[src/rtl/lsu_dcache_port.sv]
// Load/store front-end to the data cache: aligns requests, builds byte enables and replicated store data,
// extends load data. One op in flight; faulted ops complete one cycle after accept, bus ops the cycle after ack/err.
module lsu_dcache_port #(
    parameter int XLEN    = 32,
    parameter int TIMEOUT = 255
) (
    input  logic              i_clk,
    input  logic              i_reset_n,
    input  logic              i_valid,
    input  logic              i_store,
    input  logic [2:0]        i_op,
    input  logic [XLEN-1:0]   i_addr,
    input  logic [XLEN-1:0]   i_wdata,
    input  logic [4:0]        i_rd,
    output logic              o_ready,
    output logic              o_done,
    output logic [XLEN-1:0]   o_rdata,
    output logic [4:0]        o_rd,
    output logic              o_misaligned,
    output logic              o_bus_err,
    output logic              o_wb_stb,
    output logic              o_wb_we,
    output logic [XLEN-1:0]   o_addr,
    output logic [XLEN-1:0]   o_data,
    output logic [XLEN/8-1:0] o_be,
    input  logic              i_wb_stall,
    input  logic              i_wb_ack,
    input  logic              i_wb_err,
    input  logic [XLEN-1:0]   i_data
);

    localparam int CW = $clog2(TIMEOUT + 1);
    localparam logic [CW-1:0] TMO_LAST = CW'(TIMEOUT - 1);

    typedef enum logic [1:0] {IDLE, REQ, WAIT, RESP} state_t;

    state_t            state;
    state_t            state_nxt;
    logic [CW-1:0]     tmo_cnt;
    logic [CW-1:0]     tmo_cnt_nxt;

    logic              op_store;
    logic [2:0]        op_code;
    logic [1:0]        op_lane;

    logic              in_illegal;
    logic              in_misaligned;
    logic [XLEN/8-1:0] in_be;
    logic [XLEN-1:0]   in_data;

    logic              resp_mis;
    logic              resp_err;
    logic              resp_ack;

    logic [7:0]        ld_byte;
    logic [15:0]       ld_half;
    logic [XLEN-1:0]   load_val;

    assign o_ready = (state == IDLE);

    // Decode of the op currently presented by execute.
    always_comb begin
        in_illegal    = (i_op == 3'b011) || (i_op == 3'b110) || (i_op == 3'b111) || (i_store && i_op[2]);
        in_misaligned = 1'b0;
        in_be         = 4'b1111;
        in_data       = i_wdata;
        case (i_op[1:0])
            2'b00: begin
                in_be   = 4'b0001 << i_addr[1:0];
                in_data = {4{i_wdata[7:0]}};
            end
            2'b01: begin
                in_misaligned = i_addr[0];
                in_be         = 4'b0011 << i_addr[1:0];
                in_data       = {2{i_wdata[15:0]}};
            end
            default: in_misaligned = |i_addr[1:0];
        endcase
        if (in_illegal) begin
            in_misaligned = 1'b0;
        end
        if (!i_store) begin
            in_data = '0;
        end
    end

    // Halfword lane only needs addr[1]; legal halfwords are 2-byte aligned.
    always_comb begin
        ld_byte = i_data[{op_lane, 3'b000} +: 8];
        ld_half = i_data[{op_lane[1], 4'b0000} +: 16];
        case (op_code)
            3'b000:  load_val = {{(XLEN-8){ld_byte[7]}}, ld_byte};
            3'b100:  load_val = {{(XLEN-8){1'b0}}, ld_byte};
            3'b001:  load_val = {{(XLEN-16){ld_half[15]}}, ld_half};
            3'b101:  load_val = {{(XLEN-16){1'b0}}, ld_half};
            default: load_val = i_data;
        endcase
    end

    always_comb begin
        state_nxt   = state;
        tmo_cnt_nxt = tmo_cnt;
        resp_mis    = 1'b0;
        resp_err    = 1'b0;
        resp_ack    = 1'b0;
        case (state)
            IDLE: begin
                if (i_valid) begin
                    if (in_misaligned || in_illegal) begin
                        state_nxt = RESP;
                        resp_mis  = in_misaligned;
                        resp_err  = in_illegal;
                    end else begin
                        state_nxt = REQ;
                    end
                end
            end
            REQ: begin
                if (!i_wb_stall) begin
                    if (i_wb_err) begin
                        state_nxt = RESP;
                        resp_err  = 1'b1;
                    end else if (i_wb_ack) begin
                        state_nxt = RESP;
                        resp_ack  = 1'b1;
                    end else begin
                        state_nxt = WAIT;
                    end
                end
            end
            WAIT: begin
                if (i_wb_err) begin
                    state_nxt   = RESP;
                    resp_err    = 1'b1;
                    tmo_cnt_nxt = '0;
                end else if (i_wb_ack) begin
                    state_nxt   = RESP;
                    resp_ack    = 1'b1;
                    tmo_cnt_nxt = '0;
                end else if (tmo_cnt == TMO_LAST) begin
                    state_nxt   = RESP;
                    resp_err    = 1'b1;
                    tmo_cnt_nxt = '0;
                end else begin
                    tmo_cnt_nxt = tmo_cnt + CW'(1);
                end
            end
            RESP:    state_nxt = IDLE;
            default: state_nxt = IDLE;
        endcase
    end

    always_ff @(posedge i_clk) begin
        if (!i_reset_n) begin
            state   <= IDLE;
            tmo_cnt <= '0;
        end else begin
            state   <= state_nxt;
            tmo_cnt <= tmo_cnt_nxt;
        end
    end

    always_ff @(posedge i_clk) begin
        if (!i_reset_n) begin
            o_done       <= 1'b0;
            o_misaligned <= 1'b0;
            o_bus_err    <= 1'b0;
            o_rdata      <= '0;
            o_rd         <= '0;
            o_wb_stb     <= 1'b0;
            o_wb_we      <= 1'b0;
            o_addr       <= '0;
            o_data       <= '0;
            o_be         <= '0;
            op_store     <= 1'b0;
            op_code      <= '0;
            op_lane      <= '0;
        end else begin
            // Completion fields are only non-zero during the single RESP cycle.
            o_done       <= (state_nxt == RESP);
            o_misaligned <= resp_mis;
            o_bus_err    <= resp_err;
            o_rdata      <= (resp_ack && !op_store) ? load_val : '0;
            if (state == IDLE && i_valid) begin
                op_store <= i_store;
                op_code  <= i_op;
                op_lane  <= i_addr[1:0];
                o_rd     <= i_rd;
                if (!in_illegal && !in_misaligned) begin
                    o_wb_stb <= 1'b1;
                    o_wb_we  <= i_store;
                    o_addr   <= {i_addr[XLEN-1:2], 2'b00};
                    o_be     <= in_be;
                    o_data   <= in_data;
                end
            end else if (state == REQ && !i_wb_stall) begin
                o_wb_stb <= 1'b0;
                o_wb_we  <= 1'b0;
            end
        end
    end

endmodule
[config.mk]
export PLATFORM = sky130hd
export DESIGN_NAME = lsu_dcache_port
export DESIGN_NICKNAME = d
export VERILOG_FILES = /design/src/rtl/lsu_dcache_port.sv
export SDC_FILE = /design/constraint.sdc
export NUM_CORES = 1
export LEC_CHECK = 0
export ABC_AREA = 1
export CORE_UTILIZATION = 35
export DETAILED_ROUTE_END_ITERATION = 6
export DONT_BUFFER_PORTS = 1
export GPL_ROUTABILITY_DRIVEN = 0
export HOLD_SLACK_MARGIN = 0.15
export PLACE_DENSITY_LB_ADDON = 0.05
export SLEW_MARGIN = 30
export SYNTH_ARGS = -nofsm -noshare
export SYNTH_HDL_FRONTEND = slang
export SYNTH_SLANG_ARGS = --single-unit
[constraint.sdc]
create_clock -name i_clk -period 4.4 [get_ports i_clk]
set_clock_uncertainty 0.15 [all_clocks]
set_input_delay 0 -clock i_clk [delete_from_list [all_inputs] [get_ports i_clk]]
set_output_delay 0 -clock i_clk [all_outputs]
set_load 0.01 [all_outputs]
==> results of run 1 <==
[synth_stat cells (all sizes together)]
cell / number / share of area
a211oi: 4 / 0.0053
a21oi: 42 / 0.037
a22oi: 1 / 0.0013
buf: 27 / 0.030
clkbuf: 17 / 0.012
clkinv: 2 / 0.0015
conb: 1 / 0.00066
dfxtp: 124 / 0.44
ha: 7 / 0.015
inv: 81 / 0.054
nand2: 178 / 0.12
nand3: 33 / 0.029
nand4: 4 / 0.0044
nor2: 195 / 0.13
nor3: 12 / 0.013
o211ai: 14 / 0.019
o21a: 1 / 0.0013
o21ai: 84 / 0.075
o22ai: 1 / 0.0011
or2: 8 / 0.0088
xor2: 2 / 0.0031
[per-stage QoR]
step	hold WS, ns	cell area, um^2	utilization	cells
detailed placement	-0.00628	5730	0.361	1014
global placement	-0.0134	5730	0.361	1014
floorplan	-0.0151	5680	-	839
[logic make-up after synthesis]
family,Yosys count
simple gates,430
other cells,1
flops,124
buf+inv,127
fa+ha+maj,7
xor+xnor,2
compound gates,147
==> flow_summary.toml, run 1 <==
[clock_network]
cts-resized-gates = 0
cts.sinks = 124
cts_buffers = 17
root_buffer = "clkbuf_16"
hold_buffers = 212
h-tree-depth = 4
cts_setup_buffers = 0
cts_buffer_depth = 2

[placement]
io_buffers = 0
post-place-ws_ns = 1.48
hpwl_mm = 12.1

[synthesis]
synthAdderAreaFrac = 0.0154
yosys.area_share.xor_xnor = 0.00309
synth-compound-area-share = 0.140
yosysWarnings = 0
syn_inst = 838
synth-seq-cells = 124
ys_seq_area_frac = 0.437
avgSynthCellArea_um2 = 6.78
synth_simple_gate_area_frac = 0.306
synth_cell_types = 33
synth_top_family_by_area = "simple AND/OR/NAND/NOR gates"
synthesis.area_um2 = 5680
synthMuxAreaShare = 0

[floorplanning]
num_rows = 46
dieHeight_um = 129
start_util = 0.357
io-pin-count = 222
die_width_um = 129

[outcome]
status = "aborted with a tool error"
stop_error = "[ERROR RSZ-0060] Max buffer count reached."
failed_stage = "clock tree synthesis (4_1_cts)"
==> run 2, diff against run 1 <==
- CORE_UTILIZATION: 35 -> 20
- HOLD_SLACK_MARGIN: 0.15 -> not set
- PLACE_DENSITY_LB_ADDON: 0.05 -> 0.15
==> run 2 against run 1 <==
Compared with the run above: the flow now finishes, with violations (hold timing); area after synthesis is the same; synthesized cell count is the same.
==> flow_summary.toml, run 2 <==
[outcome]
status = "complete, but fails checks"
violations = "hold timing"

[floorplanning]
io-pin-count = 222
dieHeight_um = 170
die_area_um2 = 29100
core_area_um2 = 27900
die_width_um = 170
start_util = 0.204
num_rows = 61

[grt]
overflow = 0
grt_use_total = 0.156
grt_pass1_vias = 6184
grt_pass1_wl_mm = 34.5
grt_max_degree = 70
antenna_found_initial = 2

[synthesis]
ys_seq_area_frac = 0.437
synth_cell_types = 33
ys_async_sr_fraction = 0
synthesis.area_um2 = 5680
synth_top_family_by_area = "simple AND/OR/NAND/NOR gates"
synth_area_leader_cell = "dfxtp_1"
syn_inst = 838
netlist_top_cells_area = "dfxtp_1, nor2_1, nand2_1, o21ai_0, inv_1"
synth_edf_count = 0
synthFlopType = "dfxtp_1"
avgSynthCellArea_um2 = 6.78
synth.most_common_cell = "nor2_1"
synth-seq-cells = 124
synthAdderAreaFrac = 0.0154
synth_commonest_cells = "nor2_1, nand2_1, dfxtp_1"
yosysWarnings = 0
synthMuxAreaShare = 0
yosys.area_share.xor_xnor = 0.00309
synth_simple_gate_area_frac = 0.306
synth-compound-area-share = 0.140
netlist.area_leader.share = 0.437

[setup_path]
cp-end-kind = "flop"
critPathSlowestCell = "dlygate4sd3_1"
crit_required_ns = 4.60
reg2reg_slack_ns = 0.46
slowest_delay_ns = 0.74
cp_data_arrival_time_ns = 4.15
path_buf_inv = 5
crit_family = "buffers and inverters"
crit_type = "flop to flop"
cp_common_cell = "dlygate4sd3_1"
path_cells = "inv_1 -> ha_1 -> nand3_1 -> nor3_4 -> dlygate4sd3_1 -> nand2_1 -> inv_2 -> nand2_1 -> dlygate4sd3_1 -> nor2_1 -> dlygate4sd3_1"
start_kind = "flop"
crit_fanout = 22

[clock_network]
cts.sinks = 124
root_buffer = "clkbuf_16"
cts-resized-gates = 0
cts_setup_buffers = 0
cts_tree = "done"
cts_buffers = 17
clkTransAtPathRegs_ns = 0.07
insertion_delay_ns = 0.41
h-tree-depth = 4
cts_buffer_depth = 2

[final_layout]
seq_area_um2 = 2480
reg_top3 = "o_data x32, o_rdata x32, o_addr x30"
drive_gt1_frac = 0.0563
fillers = 3080
layout_common_cells = "dlygate4sd3_1, nor2_1, nand2_1, dfxtp_1, o21ai_0"
multiInputGateArea_um2 = 2650
fin_nets = 1135
final_util = 0.306
syn_to_final_growth_pct = 50.3
fin_area_um2 = 8530
layout_commonest_cell = "dlygate4sd3_1"
antennaDiodeCount = 0

[timing]
period_needed_ns = 3.94
timing.hold.ws_ns = -0.0587
slew_viol_final = 0
fmax_ghz = 0.254
hold_viol = 1
period_share = 0.896
rsz0062_at_grt = "false"
setup_violations = 0
max_slew_margin = 0.427
tightestPinTransition_ns = 0.857
fin_setup_tns_ns = 0

[detailed_routing]
wl_mm = 22.3
antenna_left = 0
via_per_inst = 4.25
drtIter0Drc = 333
dr.pass1.iters = 5
drc = 0
avgRoutedWirePerCell_um = 15.8
detailroute.via_count = 5991

[pwr]
leakagePower_nw = 3.84
ir_drop_v = 0.000236
p_per_area_nw_per_um2 = 419

[placement]
io_buffers = 0
dpl_cell_area_um2 = 5960
hpwl_mm = 14.6

[job]
max_cap_violations = 0

[min_path]
hp-class = "primary input to flop"
==> run 2: what timing repair did <==
action | 4_1_cts | 5_1_grt
endpoints found under the setup margin | 0 | 0
hold endpoints to repair | 124 | 0
hold buffers | 199 | 0
==> run 2: kinds of logic after synthesis <==
family,Yosys count
simple gates,430
compound gates,147
buf+inv,127
flops,124
fa+ha+maj,7
xor+xnor,2
other cells,1
==> run 2: worst reg2reg max path: stages, from the launching register on <==
cell           delay [ns]
dfxtp_1              0.40
inv_1                0.10
ha_1                 0.30
nand3_1              0.12
nor3_4               0.25
dlygate4sd3_1        0.74
nand2_1              0.16
inv_2                0.33
nand2_1              0.09
dlygate4sd3_1        0.57
nor2_1               0.11
dlygate4sd3_1        0.55
==> run 2: where the power goes <==
group,switching [mW],internal (mW)
registers,0.128,1.23
logic,0.492,0.342
clock network,0.591,0.789
total,1.21,2.36
==> run 2: cell type report <==
cell class,instances,share of cell area
repair buffers,203,0.241
inverters,83,0.0367
flip-flops and latches,124,0.291
multi-input cells,588,0.310
clock inverters,14,0.0157
well taps,378,0.0554
clock buffers,18,0.0503
==> run 2: path summary, 6_finish.rpt <==
check | startpoint | endpoint | depth (start not counted)
setup / recovery | state[1] | o_rdata[0] | 11
hold / removal | i_op[1] | o_data[15] | 5
setup reg to reg | state[1] | o_rdata[0] | 11
hold reg to reg | tmo_cnt[0] | tmo_cnt[0] | 2
==> run 2: per-layer routing <==
layer  vias to the layer above  wire [um]  track usage
met3                        14       1920       0.0574
met2                       204      10500        0.270
li1                       3003          -            -
met1                      2768       9640        0.183
met4                         2        186       0.0333
met5                         -         10            0
==> run 2: through the flow <==
step	worst slack, ns	hold slack (ns)	std cells	power [mW]
after floorplan	2.57	-0.0151	839	1.87
after global placement	1.66	-0.0126	1177	2.04
after detailed placement	1.67	-0.00463	1177	2.03
after CTS	0.513	0.0110	1408	3.64
after global routing	0.196	0.0251	1408	3.82
final	0.456	-0.0587	1408	3.57
Power figures use the tool's default switching activity.
